===== config.mk =====
export PLATFORM = sky130hd
export DESIGN_NAME = mult_div
export DESIGN_NICKNAME = d
export VERILOG_FILES = /design/src/rtl/mult_div_pkg.sv /design/src/rtl/mult_div.sv
export SDC_FILE = /design/constraint.sdc
export NUM_CORES = 1
export LEC_CHECK = 0
export BUFFER_PORTS_ARGS = -buffer_cell sky130_fd_sc_hd__buf_2
export CAP_MARGIN = 20
export CORE_AREA = 4 4 162 164
export DETAILED_ROUTE_END_ITERATION = 10
export DIE_AREA = 0 0 166 168
export GPL_TIMING_DRIVEN = 0
export PLACE_DENSITY = 0.77
export SYNTH_ARGS = -nofsm -noshare
export SYNTH_HDL_FRONTEND = slang
export SYNTH_SLANG_ARGS = --single-unit

===== constraint.sdc =====
create_clock -name clock -period 3.3 [get_ports clock]
set_input_delay 0.165 -clock clock [delete_from_list [all_inputs] [get_ports clock]]
set_output_delay 0.165 -clock clock [all_outputs]
set_load 0.1 [all_outputs]

===== src/rtl/mult_div_pkg.sv =====
// Shared types, constants and helpers for the iterative multiply/divide unit.
// The sign-handling helpers keep the datapath working on magnitudes only.
package mult_div_pkg;

  localparam int ITER_DEFAULT = 32;

  typedef enum logic [1:0] {
    OP_MULT  = 2'b00,
    OP_MULTU = 2'b01,
    OP_DIV   = 2'b10,
    OP_DIVU  = 2'b11
  } op_e;

  typedef enum logic [2:0] {
    IDLE = 3'd0,
    MUL  = 3'd1,
    DIV  = 3'd2,
    FIX  = 3'd3,
    DONE = 3'd4
  } state_e;

  function automatic logic [31:0] neg32(input logic [31:0] v);
    return (~v) + 32'd1;
  endfunction

  function automatic logic [63:0] neg64(input logic [63:0] v);
    return (~v) + 64'd1;
  endfunction

  // Magnitude of v, treating it as two's complement only for signed ops.
  function automatic logic [31:0] abs_val(input logic [31:0] v, input logic is_signed);
    return (is_signed && v[31]) ? neg32(v) : v;
  endfunction

endpackage


===== src/rtl/mult_div.sv =====
// Iterative 32x32 multiply / 32/32 divide: shift-add multiply and restoring
// divide on magnitudes sharing one 64-bit working register, sign fix at the end.
module mult_div
  import mult_div_pkg::*;
#(
  parameter int ITER = ITER_DEFAULT
) (
  input  logic        clock,
  input  logic        reset,
  input  logic        start,
  input  logic [1:0]  op,
  input  logic [31:0] a,
  input  logic [31:0] b,
  output logic [31:0] hi,
  output logic [31:0] lo,
  output logic        busy,
  output logic        done,
  output logic        div_zero
);

  localparam logic [4:0] LAST_ITER = 5'(ITER - 1);

  state_e      state_reg, state_next;
  op_e         op_reg;
  logic [4:0]  cnt_reg;
  logic [63:0] work_reg;
  logic [31:0] opnd_reg;
  logic        neg_reg, rem_neg_reg;
  logic [31:0] hi_reg, lo_reg;
  logic        busy_reg, done_reg, div_zero_reg;

  logic        start_div, start_zero, start_signed;
  logic [32:0] mul_sum;
  logic [63:0] mul_step;
  logic [32:0] div_top, div_diff;
  logic        div_ge;
  logic [63:0] div_step;

  assign start_div    = op[1];
  assign start_zero   = start_div && (b == 32'd0);
  assign start_signed = !op[0];

  // Multiply: add the multiplicand into the upper half when the LSB is set, then shift right.
  assign mul_sum  = {1'b0, work_reg[63:32]} + {1'b0, opnd_reg};
  assign mul_step = work_reg[0] ? {mul_sum, work_reg[31:1]} : {1'b0, work_reg[63:1]};

  // Divide: the partial remainder needs 33 bits after the left shift.
  assign div_top  = work_reg[63:31];
  assign div_ge   = div_top >= {1'b0, opnd_reg};
  assign div_diff = div_top - {1'b0, opnd_reg};
  assign div_step = div_ge ? {div_diff[31:0], work_reg[30:0], 1'b1}
                           : {div_top[31:0], work_reg[30:0], 1'b0};

  always_comb begin
    state_next = state_reg;
    case (state_reg)
      IDLE: begin
        if (start) begin
          if (start_zero)     state_next = DONE;
          else if (start_div) state_next = DIV;
          else                state_next = MUL;
        end
      end
      MUL, DIV: if (cnt_reg == LAST_ITER) state_next = FIX;
      FIX:      state_next = DONE;
      DONE:     state_next = IDLE;
      default:  state_next = IDLE;
    endcase
  end

  always_ff @(posedge clock) begin
    if (reset) begin
      state_reg    <= IDLE;
      op_reg       <= OP_MULT;
      cnt_reg      <= 5'd0;
      work_reg     <= 64'd0;
      opnd_reg     <= 32'd0;
      neg_reg      <= 1'b0;
      rem_neg_reg  <= 1'b0;
      hi_reg       <= 32'd0;
      lo_reg       <= 32'd0;
      busy_reg     <= 1'b0;
      done_reg     <= 1'b0;
      div_zero_reg <= 1'b0;
    end else begin
      state_reg <= state_next;
      busy_reg  <= (state_next != IDLE);
      done_reg  <= (state_next == DONE);
      case (state_reg)
        IDLE: begin
          if (start) begin
            op_reg       <= op_e'(op);
            cnt_reg      <= 5'd0;
            work_reg     <= {32'd0, abs_val(a, start_signed)};
            opnd_reg     <= abs_val(b, start_signed);
            neg_reg      <= start_signed && (a[31] ^ b[31]);
            rem_neg_reg  <= start_signed && a[31];
            div_zero_reg <= start_zero;
          end
        end
        MUL: begin
          work_reg <= mul_step;
          cnt_reg  <= cnt_reg + 5'd1;
        end
        DIV: begin
          work_reg <= div_step;
          cnt_reg  <= cnt_reg + 5'd1;
        end
        FIX: begin
          if (op_reg == OP_DIV || op_reg == OP_DIVU) begin
            lo_reg <= neg_reg     ? neg32(work_reg[31:0])  : work_reg[31:0];
            hi_reg <= rem_neg_reg ? neg32(work_reg[63:32]) : work_reg[63:32];
          end else begin
            {hi_reg, lo_reg} <= neg_reg ? neg64(work_reg) : work_reg;
          end
        end
        default: ;
      endcase
    end
  end

  assign hi       = hi_reg;
  assign lo       = lo_reg;
  assign busy     = busy_reg;
  assign done     = done_reg;
  assign div_zero = div_zero_reg;

endmodule


## Word level (Yosys, flattened, before mapping)

Cells that the tools add are included.

- Logic and storage cells: 68
- Memories kept: 0
- Memory bits (writable): 0
- Output and inout port bits: 67
- Flip-flop bits (word level): 175
- Latch bits: 0
- Bits in read-only memories: 0
- Input bits: 69

- Eq/ne operators: 8
- Bitwise operators: 6
- Divide/modulo/power cells: 0
- Magnitude comparators: 1
- Shifts and indexed selects: 0
- Reduce and logical (&&, ||, !) cells: 15
- Multiplexer cells: 18
- Multiply operators: 0
- $add $sub $neg: 8

Operators by type and width:

| kind | count |
|---|---|
| 64-bit 2-to-1 mux | 4 |
| 32-bit 2-to-1 mux | 6 |
| 64-bit one-hot mux with 3 select lines | 1 |
| 32-bit by 1-bit adder with 32-bit output, second input constant | 4 |
| 32-bit NOT | 4 |
| 64-bit by 1-bit adder with 64-bit output, second input constant | 1 |
| 64-bit NOT | 1 |
| 32-bit by 32-bit adder with 33-bit output | 1 |
| 33-bit by 32-bit greater-or-equal comparator with 1-bit output | 1 |
| 32-bit zero test | 1 |
| 32-bit subtractor | 1 |
| 5-bit one-hot mux with 2 select lines | 1 |
| 3-bit 2-to-1 mux | 3 |
| 3-bit one-hot mux with 3 select lines | 1 |
| 3-bit by 2-bit == test with 1-bit output, second input constant | 2 |
| 2-bit AND reduction | 3 |
| 3-bit nonzero test | 2 |
| 5-bit by 1-bit adder with 5-bit output, second input constant | 1 |
| 5-bit == test, second input constant | 1 |
| 5-bit 2-to-1 mux | 1 |
| 2-bit == test, second input constant | 2 |
| 1-bit logical AND | 4 |
| 3-bit by 1-bit == test with 1-bit output, second input constant | 1 |
| 3-bit == test, second input constant | 1 |
| other kinds (8) | 8 |

## Logic depth before layout (Yosys ltp)

Gate-level depths: netlist of the first run.

- Depth after elaboration: 6
- Mapped depth: 13

## Least setup slack after synthesis of the first run

Ideal clock, no wire load.

- Kind: register to register
- From: register opnd_reg[1]
- To: register work_reg[63]
- Clock period less this slack: 3.244 ns
- Data arrival time: 3.121 ns
- Stages on the path, launching flop included: 14
- Path buffers: 2
- Setup slack: 0.056 ns
- Required time: 3.177 ns
- Cells stage by stage: dfxtp_1 -> inv_1 -> ha_1 -> nor2b_1 -> o2111ai_1 -> a211oi_1 -> o21a_1 -> a22oi_1 -> a31oi_2 -> clkbuf_1 -> buf_1 -> nor2_1 -> a41oi_1 -> nand3_1

- Longest elaborated chain between the ends: 3

RTL lines:

| what | line | source |
|---|---|---|
| start, declared | mult_div.sv:27 | `logic [31:0] opnd_reg;` |
| start signal, assigned | mult_div.sv:95 | `opnd_reg <= abs_val(b, start_signed);` |
| 32-bit subtractor, or another cell as far along | mult_div.sv:50 | `assign div_diff = div_top - {1'b0, opnd_reg};` |
| 64-bit 2-to-1 mux, on equally long branches | mult_div.sv:51, mult_div.sv:45 |  |
| 64-bit one-hot mux with 3 select lines (*) | mult_div.sv:89 | `case (state_reg)` |
| end signal, assigned | mult_div.sv:94 | `work_reg <= {32'd0, abs_val(a, start_signed)};` |
| end signal, assigned | mult_div.sv:102 | `work_reg <= mul_step;` |
| end signal, assigned | mult_div.sv:106 | `work_reg <= div_step;` |
| end, declared | mult_div.sv:26 | `logic [63:0] work_reg;` |

Every way passes the cells marked *; elsewhere a longest branch is shown, timed or not.
A chain may end at the register's enable or synchronous reset.

## Worst setup path in the final report of the first run

- From: register opnd_reg[3]
- To: register work_reg[52]

The elaborated chain is that of the path after synthesis.

==> flow_metrics.py, run 1 <==
metrics = {
    "power_and_ir_drop": {
        "switching_power_uw": 3790,
        "power_uw": 8560,
        "seq_power_share": 0.306,
        "static-leakage-power_uw": 0.00633,
        "ir_worst_vdd_mv": 0.326,
        "cellPowerDensity_nw_per_um2": 538,
        "power_frac_comb": 0.438,
        "power_report.internal_total_uw": 4770,
        "share_clk_of_total_power": 0.256,
        "switching_share": 0.442,
    },
    "floorplan": {
        "rows": 58,
        "top_level_ports": 136,
        "die_width_um": 166,
        "floorplan.die.height_um": 168,
        "core-area_um2": 24900,
        "initial_core_util": 0.543,
        "die_area_um2": 27900,
    },
    "critical_path": {
        "critical_path_buf_inv_count": 3,
        "endpoint_of_the_worst_slack_reg_to_reg_timing_path": "work_reg[52]",
        "crit_type": "reg2reg",
        "timing.critical_path.from_type": "flop",
        "cp_top_family": "compound AO/OA/AOI/OAI gates",
        "critical_path.max_fanout": 4,
        "worst_setup_end_kind": "flop",
        "cell_by_cell_listing_of_the_critical_path": "inv_1 -> ha_2 -> nand2_2 -> o21a_1 -> a211oi_2 -> o21a_2 -> a22oi_2 -> a31oi_4 -> buf_12 -> buf_6 -> mux2_2 -> a221oi_2 -> nor3_1",
        "r2r.worst_path.cells": 13,
        "r2r-start": "opnd_reg[3]",
        "slowest_cell_on_the_critical_path": "sky130_fd_sc_hd__ha_2",
        "r2r_setup_slack_ps": 40,
        "cpPeakStageDelay_ps": 390,
        "required_ps": 3570,
        "worstPathArrival_ps": 3530,
    },
    "worst_hold_path": {
        "worst_hold_path.endpoint": "opnd_reg[0]",
        "hold_depth": 3,
        "hold_path_startpoint": "b[0]",
        "timing.hold.worst.class": "in2reg",
    },
    "cells_and_area": {
        "nFillCells": 2259,
        "seqCellArea_um2": 3530,
        "layout-drive-gt1-share": 0.165,
        "area.growth.synth_to_final_pct": 17.7,
        "post_layout_nonfiller_instances": 2305,
        "largest_register_ff_count": 64,
        "num-nets-final": 2103,
        "multiInputGateArea_um2": 9700,
        "antenna_cells": 0,
        "postLayoutCellArea_um2": 15900,
    },
    "yosys": {
        "synth_nets": 1933,
        "netlist-cell-type-count": 76,
        "yosys_register_bits": 174,
        "synth_async_sr_flop_share": 0,
        "synthFlopType": "sky130_fd_sc_hd__dfxtp_1",
        "count_of_flip_flops_with_a_built_in_enable_after_synthesis": 0,
        "avgSynthCellArea_um2": 7.54,
        "post_synth_inst_count": 1792,
        "synth-seq-area-share": 0.258,
        "synth_area_um2": 13500,
        "synth-warning-count": 0,
    },
    "routing": {
        "detailroute.via_count": 15012,
        "detail_route.wl_per_cell_um": 23.2,
        "detail_route.first_pass.iterations": 6,
        "detail_route.iter0.violations": 1996,
        "avgViaCountPerCell": 6.51,
        "drt_drc_violations_left": 0,
        "route.final.wire_length_mm": 53.4,
        "drtAntennaViolNets": 0,
    },
    "timing": {
        "headroom_to_the_max_slew_limit": 0.176,
        "final.min_clock_period_ps": 3260,
        "timing.hold.ws_ps": 5.31,
        "timing_max_transition_violations_final": 0,
        "finalHoldViolations": 0,
        "tightestPinTransition_ps": 1240,
        "timing.clock.skew_ps": 24.0,
        "setup_viol_count_final": 0,
        "timing.final.crit_share": 0.986,
        "fmax_mhz": 307,
    },
    "placement": {
        "dpl.hpwl_mm": 40.8,
        "dpl.cell_count": 2256,
        "place_congestion": 1.00,
        "io_buffers": 134,
        "placement.cell_area_um2": 14600,
    },
    "clock_network": {
        "holdBufCountCts": 0,
        "cts.reportedPaths.clkPinSlew_ps": 90,
        "clkSinkCount": 174,
        "clkLatencyLatePin_ps": 450,
        "tritoncts": "built",
        "cts_buffers": 17,
        "clock_path_buffers": 2,
        "clockRootBuffer": "sky130_fd_sc_hd__clkbuf_16",
        "cts.htree.levels": 4,
    },
    "global_routing": {
        "grt-ovfl-total": 0,
        "total_global_routing_track_utilization": 0.365,
        "first_pass_grt_wire_length_mm": 81.0,
        "grt_antenna_before_repair": 1,
        "grt_max_degree": 22,
        "vias_in_the_first_global_route": 13788,
    },
    "flow_run": {
        "timing.max_cap.violations": 0,
    },
    "status": {
        "run_status": "finished, final reports clean",
    },
}
-- how the worst max path moves through the flow --
stage	endpoint	startpoint	slack (ps)	depth (start not counted)
floorplan	work_reg[63]	opnd_reg[1]	60	13
global placement	work_reg[44]	work_reg[37]	-1720	11
detailed placement	work_reg[36]	work_reg[37]	-1750	11
CTS	hi[22]	work_reg[8]	-20	12
global route	work_reg[50]	work_reg[36]	-10	10
finish	work_reg[52]	opnd_reg[3]	40	13
-- logic make-up (layout without fill, tap and decap cells) --
kind of cell	count (synthesis)	in the layout	share of synthesized area
simple gates	577	577	0.199
xor+xnor	160	160	0.104
flops	174	174	0.258
compound gates	588	588	0.290
buf+inv	184	367	0.0520
fa+ha+maj	72	72	0.0678
mux	37	37	0.0292
-- cell usage in the layout, fill, tap and decap left out, types with 21 or more instances in the layout --
cell,count
sky130_fd_sc_hd__clkbuf_1,94
sky130_fd_sc_hd__a221oi_1,31
sky130_fd_sc_hd__ha_1,61
sky130_fd_sc_hd__or3_1,22
sky130_fd_sc_hd__xnor2_1,73
sky130_fd_sc_hd__a21o_1,24
sky130_fd_sc_hd__a211oi_1,95
sky130_fd_sc_hd__dfxtp_2,24
sky130_fd_sc_hd__nor3_1,47
sky130_fd_sc_hd__xor2_1,86
sky130_fd_sc_hd__nand3_1,22
sky130_fd_sc_hd__nor2_1,199
sky130_fd_sc_hd__buf_2,135
sky130_fd_sc_hd__inv_1,65
sky130_fd_sc_hd__a21oi_1,160
sky130_fd_sc_hd__o31ai_1,21
sky130_fd_sc_hd__o21ai_0,84
sky130_fd_sc_hd__nand2_1,152
sky130_fd_sc_hd__dfxtp_1,145
-- cell usage after synthesis (all sizes together), types with 33 or more instances --
cell type	count	area (µm²)
a21oi	168	841
o21ai	101	505
a221oi	33	289
ha	70	876
clkbuf	103	387
nor3	50	255
nor2	202	758
dfxtp	174	3480
xnor2	74	648
a211oi	99	748
inv	67	251
xor2	86	753
nand2	153	574
-- final cells by class --
class,count,share of cell area
Clock inverter,15,0.0131
Timing Repair Buffer,159,0.0566
Buffer,108,0.0289
Inverter,68,0.0164
Tap cell,330,0.0260
Clock buffer,17,0.0267
Sequential cell,174,0.222
Multi-Input combinational cell,1434,0.610
-- repair_timing --
item / 4_1_cts / 5_1_grt
cloned: 0 / 1
endpoints found under the setup margin: 57 / 53
pin swaps: 16 / 20
resized for setup: 60 / 80
buffers inserted: 15 / 8
-- routing by layer --
metal	wire [µm]	GRT usage	vias up
met3	6000	0.0657	163
met2	23200	0.569	883
met4	2260	0.144	2
met1	21900	0.503	7047
met5	12	0	-
li1	-	-	6917
-- power groups by stage --
stage / sequential (µW) / combinational (µW) / clock, µW
after detailed placement: 2590 / 3270 / 0
after global routing: 2630 / 4000 / 2260
after CTS: 2560 / 3450 / 2170
after global placement: 2590 / 3250 / 0
after floorplan: 2590 / 2260 / 0
final: 2620 / 3750 / 2190
-- metrics by stage --
stage,utilization,worst slack (ps),TNS (ps)
after global routing,0.639,-12.3,-17.7
after global placement,0.586,-1720,-41740
after floorplan,-,56.4,0
final,0.639,44.8,0
after detailed placement,0.586,-1750,-42900
after CTS,0.623,-15.9,-31.5
-- tightest hold or removal path: stages --
cell and delay, ps:
sky130_fd_sc_hd__buf_2 130, sky130_fd_sc_hd__nand2_1 70, sky130_fd_sc_hd__a21oi_1 50
Power figures use the tool's default switching activity.
==> run 2: changes to the inputs <==
--- a/config.mk
+++ b/config.mk
@@ -7,11 +7,14 @@
 export LEC_CHECK = 0
 export BUFFER_PORTS_ARGS = -buffer_cell sky130_fd_sc_hd__buf_2
 export CAP_MARGIN = 20
-export CORE_AREA = 4 4 162 164
+export CELL_PAD_IN_SITES_DETAIL_PLACEMENT = 1
+export CELL_PAD_IN_SITES_GLOBAL_PLACEMENT = 2
+export CORE_AREA = 4 4 211 213
 export DETAILED_ROUTE_END_ITERATION = 10
-export DIE_AREA = 0 0 166 168
+export DIE_AREA = 0 0 215 217
 export GPL_TIMING_DRIVEN = 0
-export PLACE_DENSITY = 0.77
+export PLACE_DENSITY_LB_ADDON = 0.1
+export SLEW_MARGIN = 30
 export SYNTH_ARGS = -nofsm -noshare
 export SYNTH_HDL_FRONTEND = slang
 export SYNTH_SLANG_ARGS = --single-unit
==> flow_metrics.py, run 2 (synthesis gave the netlist of run 1 again) <==
metrics = {
    "status": {
        "run_status": "finished, final reports clean",
    },
    "cells_and_area": {
        "nFillCells": 5243,
        "num-nets-final": 2129,
        "largest_register_ff_count": 64,
        "layout-drive-gt1-share": 0.183,
        "area.growth.synth_to_final_pct": 23.0,
        "layout.cells.most_common_list": "sky130_fd_sc_hd__nor2_1, sky130_fd_sc_hd__a21oi_1, sky130_fd_sc_hd__nand2_1",
        "layout_commonest_cell": "sky130_fd_sc_hd__nor2_1",
        "seqCellArea_um2": 3550,
        "multiInputGateArea_um2": 9880,
    },
    "floorplan": {
        "floorplan.die.height_um": 217,
        "rows": 76,
        "die_area_um2": 46700,
        "core-area_um2": 42700,
        "top_level_ports": 136,
        "initial_core_util": 0.316,
        "die_width_um": 215,
    },
    "timing": {
        "fmax_mhz": 307,
        "post_route_setup_slack_ps": 40.8,
        "headroom_to_the_max_slew_limit": 0.302,
        "timing_max_transition_violations_final": 0,
        "rsz0062_at_grt": "true",
        "timing.final.crit_share": 0.988,
        "tightestPinTransition_ps": 1050,
        "finalSetupTns_ps": 0,
        "final.min_clock_period_ps": 3260,
        "finalHoldViolations": 0,
        "setup_viol_count_final": 0,
        "timing.hold.ws_ps": 48.7,
        "timing.clock.skew_ps": 16.9,
    },
    "clock_network": {
        "clkSinkCount": 174,
        "cts.htree.levels": 4,
        "clock_path_buffers": 2,
        "cts.reportedPaths.clkPinSlew_ps": 70,
        "clkLatencyLatePin_ps": 500,
        "tritoncts": "built",
        "cts_buffers": 17,
        "clockRootBuffer": "sky130_fd_sc_hd__clkbuf_16",
    },
    "routing": {
        "drt_drc_violations_left": 0,
        "avgViaCountPerCell": 5.79,
        "route.final.wire_length_mm": 64.4,
        "drtAntennaViolNets": 0,
        "detail_route.first_pass.iterations": 5,
        "detail_route.wl_per_cell_um": 25.3,
        "detail_route.iter0.violations": 1152,
        "detailroute.via_count": 14743,
    },
    "critical_path": {
        "worstPathArrival_ps": 3620,
        "required_ps": 3660,
        "critical_path.max_fanout": 10,
        "crit_type": "reg2reg",
        "endpoint_of_the_worst_slack_reg_to_reg_timing_path": "work_reg[40]",
        "r2r-start": "opnd_reg[7]",
        "r2r.worst_path.cells": 13,
        "timing.critical_path.from_type": "flop",
        "worst_setup_end_kind": "flop",
        "r2r_setup_slack_ps": 40,
    },
    "worst_hold_path": {
        "hold_path_startpoint": "a[23]",
        "timing.hold.worst.class": "in2reg",
        "hold_depth": 3,
        "worst_hold_path.endpoint": "work_reg[23]",
    },
    "placement": {
        "dpl.hpwl_mm": 50.4,
        "io_buffers": 134,
        "place_congestion": 0.893,
        "pre_cts_slack_ps": -2060,
    },
    "global_routing": {
        "total_global_routing_track_utilization": 0.270,
        "first_pass_grt_wire_length_mm": 94.9,
        "grt_antenna_before_repair": 1,
        "grt_max_degree": 17,
        "vias_in_the_first_global_route": 14528,
        "grt-ovfl-total": 0,
    },
    "power_and_ir_drop": {
        "cellPowerDensity_nw_per_um2": 540,
        "ir_worst_vdd_mv": 0.374,
        "static-leakage-power_uw": 0.00651,
    },
    "flow_run": {
        "timing.max_cap.violations": 0,
    },
}
run 2: worst max path at each step:
stage                             from            to  slack, ps  depth (start not counted)
after floorplan            opnd_reg[1]  work_reg[63]         60                         13
after global placement    work_reg[37]  work_reg[36]      -2090                         11
after detailed placement  work_reg[37]  work_reg[36]      -2060                         11
after CTS                 work_reg[32]  work_reg[59]          2                         11
after global routing      work_reg[31]  work_reg[58]        -70                         14
final                      opnd_reg[7]  work_reg[40]         40                         13
run 2: report_power, final:
part | switching [µW] | leakage, µW | internal, µW
registers | 367 | 0.00144 | 2280
logic | 2480 | 0.00476 | 1510
clock network | 1030 | 0.000312 | 1300
total | 3880 | 0.00651 | 5090
run 2: final cells by class:
cell class | count | share of cell area
plain buffers | 105 | 0.0261
repair buffers | 188 | 0.0705
multi-input cells | 1434 | 0.595
well taps | 546 | 0.0411
diodes | 1 | 0.000151
clock buffers | 18 | 0.0264
flip-flops and latches | 174 | 0.213
inverters | 68 | 0.0156
clock inverters | 13 | 0.0120
run 2: timing repair:
item,CTS,global route
cloned,1,0
hold endpoints to repair,19,0
hold buffers,19,0
gates resized for setup,96,87
setup buffers,24,10
pin swaps,26,33
endpoints found under the setup margin,62,60
run 2: critical path, cell delays in order (launching register included):
cell	delay (ps)
sky130_fd_sc_hd__dfxtp_2	370
sky130_fd_sc_hd__inv_1	90
sky130_fd_sc_hd__ha_4	290
sky130_fd_sc_hd__and4_4	280
sky130_fd_sc_hd__nand2_1	90
sky130_fd_sc_hd__a211oi_2	330
sky130_fd_sc_hd__o21a_2	270
sky130_fd_sc_hd__a22oi_2	110
sky130_fd_sc_hd__a31oi_4	270
sky130_fd_sc_hd__buf_6	150
sky130_fd_sc_hd__clkbuf_8	200
sky130_fd_sc_hd__mux2_2	350
sky130_fd_sc_hd__a222oi_1	260
sky130_fd_sc_hd__nor2_1	70
run 2: layer usage:
layer | share of wire | vias to the layer above | track usage
li1 | - | 6971 | -
met1 | 0.46 | 7259 | 0.369
met2 | 0.46 | 429 | 0.436
met3 | 0.057 | 82 | 0.0417
met4 | 0.026 | 2 | 0.0893
met5 | 0.00025 | - | 0
run 2: per-stage QoR:
stage	area [µm²]	std cells	utilization	power [µW]
detailed placement	14900	2472	0.348	6100
floorplan	13500	1792	-	4850
global route	16600	2546	0.389	9410
global placement	14900	2472	0.348	6070
finish	16600	2547	0.389	8970
CTS	16200	2541	0.379	8760
==> run 3: changes to the inputs <==
--- a/config.mk
+++ b/config.mk
@@ -5,16 +5,16 @@
 export SDC_FILE = /design/constraint.sdc
 export NUM_CORES = 1
 export LEC_CHECK = 0
+export ABC_AREA = 1
 export BUFFER_PORTS_ARGS = -buffer_cell sky130_fd_sc_hd__buf_2
 export CAP_MARGIN = 20
 export CELL_PAD_IN_SITES_DETAIL_PLACEMENT = 1
 export CELL_PAD_IN_SITES_GLOBAL_PLACEMENT = 2
-export CORE_AREA = 4 4 211 213
+export CORE_AREA = 4 4 244 246
 export DETAILED_ROUTE_END_ITERATION = 10
-export DIE_AREA = 0 0 215 217
+export DIE_AREA = 0 0 248 250
 export GPL_TIMING_DRIVEN = 0
 export PLACE_DENSITY_LB_ADDON = 0.1
-export SLEW_MARGIN = 30
 export SYNTH_ARGS = -nofsm -noshare
 export SYNTH_HDL_FRONTEND = slang
 export SYNTH_SLANG_ARGS = --single-unit
==> flow_metrics.py, run 3 <==
metrics = {
    "placement": {
        "dpl.cell_count": 3825,
        "io_buffers": 134,
        "place_congestion": 0.940,
        "pre_cts_slack_ps": -55.4,
        "dpl.hpwl_mm": 73.3,
    },
    "yosys": {
        "count_of_flip_flops_with_a_built_in_enable_after_synthesis": 0,
        "synth_common_cells": "sky130_fd_sc_hd__nand2_1, sky130_fd_sc_hd__inv_1, sky130_fd_sc_hd__nor2_1",
        "synth_nets": 3065,
        "synthTopCellsByArea": "sky130_fd_sc_hd__dfxtp_1, sky130_fd_sc_hd__nand2_1, sky130_fd_sc_hd__inv_1, sky130_fd_sc_hd__nor2_1, sky130_fd_sc_hd__a21oi_1",
        "post-synth-top-area-cell": "sky130_fd_sc_hd__dfxtp_1",
        "synth-warning-count": 0,
        "yosys.cell_count.top_type": "sky130_fd_sc_hd__nand2_1",
        "netlist.area_leader.share": 0.210,
        "synth-seq-area-share": 0.210,
        "yosys_register_bits": 174,
        "avgSynthCellArea_um2": 5.66,
        "synth_area_um2": 16600,
        "synthFlopType": "sky130_fd_sc_hd__dfxtp_1",
        "post_synth_inst_count": 2924,
        "synth_async_sr_flop_share": 0,
        "netlist-cell-type-count": 53,
    },
    "cells_and_area": {
        "layout-drive-gt1-share": 0.0808,
        "multiInputGateArea_um2": 10800,
        "largest_register_ff_count": 64,
        "layout_commonest_cell": "sky130_fd_sc_hd__nand2_1",
        "num-nets-final": 3236,
        "layout.cells.most_common_list": "sky130_fd_sc_hd__nand2_1, sky130_fd_sc_hd__inv_1, sky130_fd_sc_hd__nor2_1",
        "area.growth.synth_to_final_pct": 14.4,
        "post_layout_nonfiller_instances": 3875,
        "nFillCells": 7768,
        "seqCellArea_um2": 3480,
        "utilization": 0.330,
    },
    "critical_path": {
        "required_ps": 3690,
        "cell_by_cell_listing_of_the_critical_path": "ha_1 -> nand2_1 -> nor2_1 -> nand2_1 -> nor2_1 -> nand2_1 -> nor2_4 -> nor2_4 -> nand2_4 -> buf_8 -> buf_8 -> nand3_1 -> nand2_1 -> a21oi_1",
        "crit_type": "reg2reg",
        "critPathMostFrequentCell": "sky130_fd_sc_hd__nand2_1",
        "worst_setup_end_kind": "flop",
        "cpPeakStageDelay_ps": 840,
        "slowest_cell_on_the_critical_path": "sky130_fd_sc_hd__dfxtp_1",
        "worstPathArrival_ps": 3580,
        "critical_path.max_fanout": 10,
        "timing.critical_path.from_type": "flop",
    },
    "timing": {
        "headroom_to_the_max_slew_limit": 0.306,
        "timing.final.crit_share": 0.966,
        "tightestPinTransition_ps": 1040,
        "timing_max_transition_violations_final": 0,
        "setup_viol_count_final": 0,
        "post_route_setup_slack_ps": 112,
        "final.min_clock_period_ps": 3190,
        "finalHoldViolations": 0,
        "timing.clock.skew_ps": 19.6,
        "rsz0062_at_grt": "false",
        "timing.hold.ws_ps": 40.5,
        "fmax_mhz": 314,
    },
    "floorplan": {
        "core-area_um2": 57400,
        "die_area_um2": 62000,
        "top_level_ports": 136,
        "floorplan.die.height_um": 250,
        "rows": 88,
        "die_width_um": 248,
        "initial_core_util": 0.289,
    },
    "routing": {
        "detail_route.wl_per_cell_um": 22.4,
        "route.final.wire_length_mm": 86.8,
        "drt_drc_violations_left": 0,
        "drtAntennaViolNets": 0,
        "detail_route.first_pass.iterations": 5,
        "avgViaCountPerCell": 5.14,
        "detailroute.via_count": 19923,
        "detail_route.iter0.violations": 1380,
    },
    "global_routing": {
        "total_global_routing_track_utilization": 0.277,
        "gr-usage-met3": 0.0484,
        "grtUsageMet2": 0.421,
        "first_pass_grt_wire_length_mm": 128,
        "grt-ovfl-total": 0,
        "globalRouteMet1Util": 0.393,
        "grt_max_degree": 18,
        "grt_antenna_before_repair": 0,
        "vias_in_the_first_global_route": 20067,
        "top_usage_layer": "met2",
    },
    "clock_network": {
        "cts.htree.levels": 4,
        "cts.reportedPaths.clkPinSlew_ps": 80,
        "cts_buffers": 17,
        "clkSinkCount": 174,
        "tritoncts": "built",
        "clockRootBuffer": "sky130_fd_sc_hd__clkbuf_16",
        "clkLatencyLatePin_ps": 500,
        "number_of_cells_upsized_or_downsized_after_cts": 0,
        "clock_path_buffers": 2,
        "cts_post_setup_buffers_inserted": 0,
    },
    "power_and_ir_drop": {
        "static-leakage-power_uw": 0.00960,
        "cellPowerDensity_nw_per_um2": 467,
        "ir_worst_vdd_mv": 0.459,
    },
    "worst_hold_path": {
        "timing.hold.worst.class": "in2reg",
    },
    "flow_run": {
        "timing.max_cap.violations": 0,
    },
    "status": {
        "run_status": "finished, final reports clean",
    },
}
==> run 3: changes by cell type after synthesis, moves of 30 or more <==
cell                       previous run  this run
sky130_fd_sc_hd__nand2_1            153       810
sky130_fd_sc_hd__inv_1               67       464
sky130_fd_sc_hd__nand3_1             22       213
sky130_fd_sc_hd__nor2_1             202       330
sky130_fd_sc_hd__a211oi_1            98         1
sky130_fd_sc_hd__o21ai_0             95       190
sky130_fd_sc_hd__a21oi_1            168       241
sky130_fd_sc_hd__xor2_1              86        33
sky130_fd_sc_hd__xnor2_1             74        22
sky130_fd_sc_hd__clkbuf_1           103        73
==> run 3: final timing paths <==
check                                     to         start  slack (ps)  cells past startpoint
worst min-delay path            opnd_reg[25]         b[25]          40                      4
worst min register to register    cnt_reg[4]    cnt_reg[4]         480                      2
worst max register to register  work_reg[63]  work_reg[57]         110                     14
worst max-delay path            work_reg[63]  work_reg[57]         110                     14
==> run 3: cell families after synthesis <==
family,count (synthesis),share of synthesized area
flip-flops,174,0.210
adder cells (fa/ha/maj),72,0.0553
XOR/XNOR,55,0.0291
AO/OA/AOI/OAI,577,0.203
AND/OR/NAND/NOR,1472,0.368
buffers and inverters,574,0.134
==> run 3: worst max-delay path, delay by kind of cell, from the launching register on <==
| kind | cells | cell delay (ps) |
|---|---|---|
| AND/OR/NAND/NOR | 10 | 1470 |
| flip-flops | 1 | 840 |
| adder cells (fa/ha/maj) | 1 | 380 |
| buffers and inverters | 2 | 340 |
| AO/OA/AOI/OAI | 1 | 60 |
==> run 3: area by class of cell <==
| cell class | instances | share of cell area |
|---|---|---|
| diodes | 2 | 0.000264 |
| plain buffers | 99 | 0.0231 |
| clock buffers | 21 | 0.0238 |
| clock inverters | 11 | 0.00661 |
| inverters | 474 | 0.0940 |
| multi-input cells | 2176 | 0.573 |
| flip-flops and latches | 174 | 0.184 |
| well taps | 765 | 0.0505 |
| repair buffers | 153 | 0.0452 |
==> run 3: timing repair <==
action	4_1_cts	5_1_grt
hold buffers	16	0
hold endpoints to repair	16	0
setup endpoints to repair	9	0
==> run 3: power breakdown <==
group | leakage (µW) | internal [µW] | total, µW | switching (µW)
clock network | 0.000274 | 1080 | 2110 | 1030
logic | 0.00790 | 1190 | 4090 | 2900
registers | 0.00142 | 2250 | 2640 | 382
total | 0.00960 | 4530 | 8840 | 4320
==> run 3: per-layer routing <==
layer,wire length (µm),up-vias,part of all wire
met4,3070,0,0.035
met5,0,-,0
li1,-,9792,-
met2,37100,515,0.43
met1,42000,9510,0.48
met3,4660,106,0.054
==> run 3: through the flow <==
stage | TNS, ps | cell area [µm²] | power, µW
global route | 0 | 18900 | 9440
CTS | 0 | 18900 | 8880
global placement | 0 | 18200 | 6660
finish | 0 | 18900 | 8840
floorplan | 0 | 16600 | 5180
detailed placement | -131 | 18200 | 6710
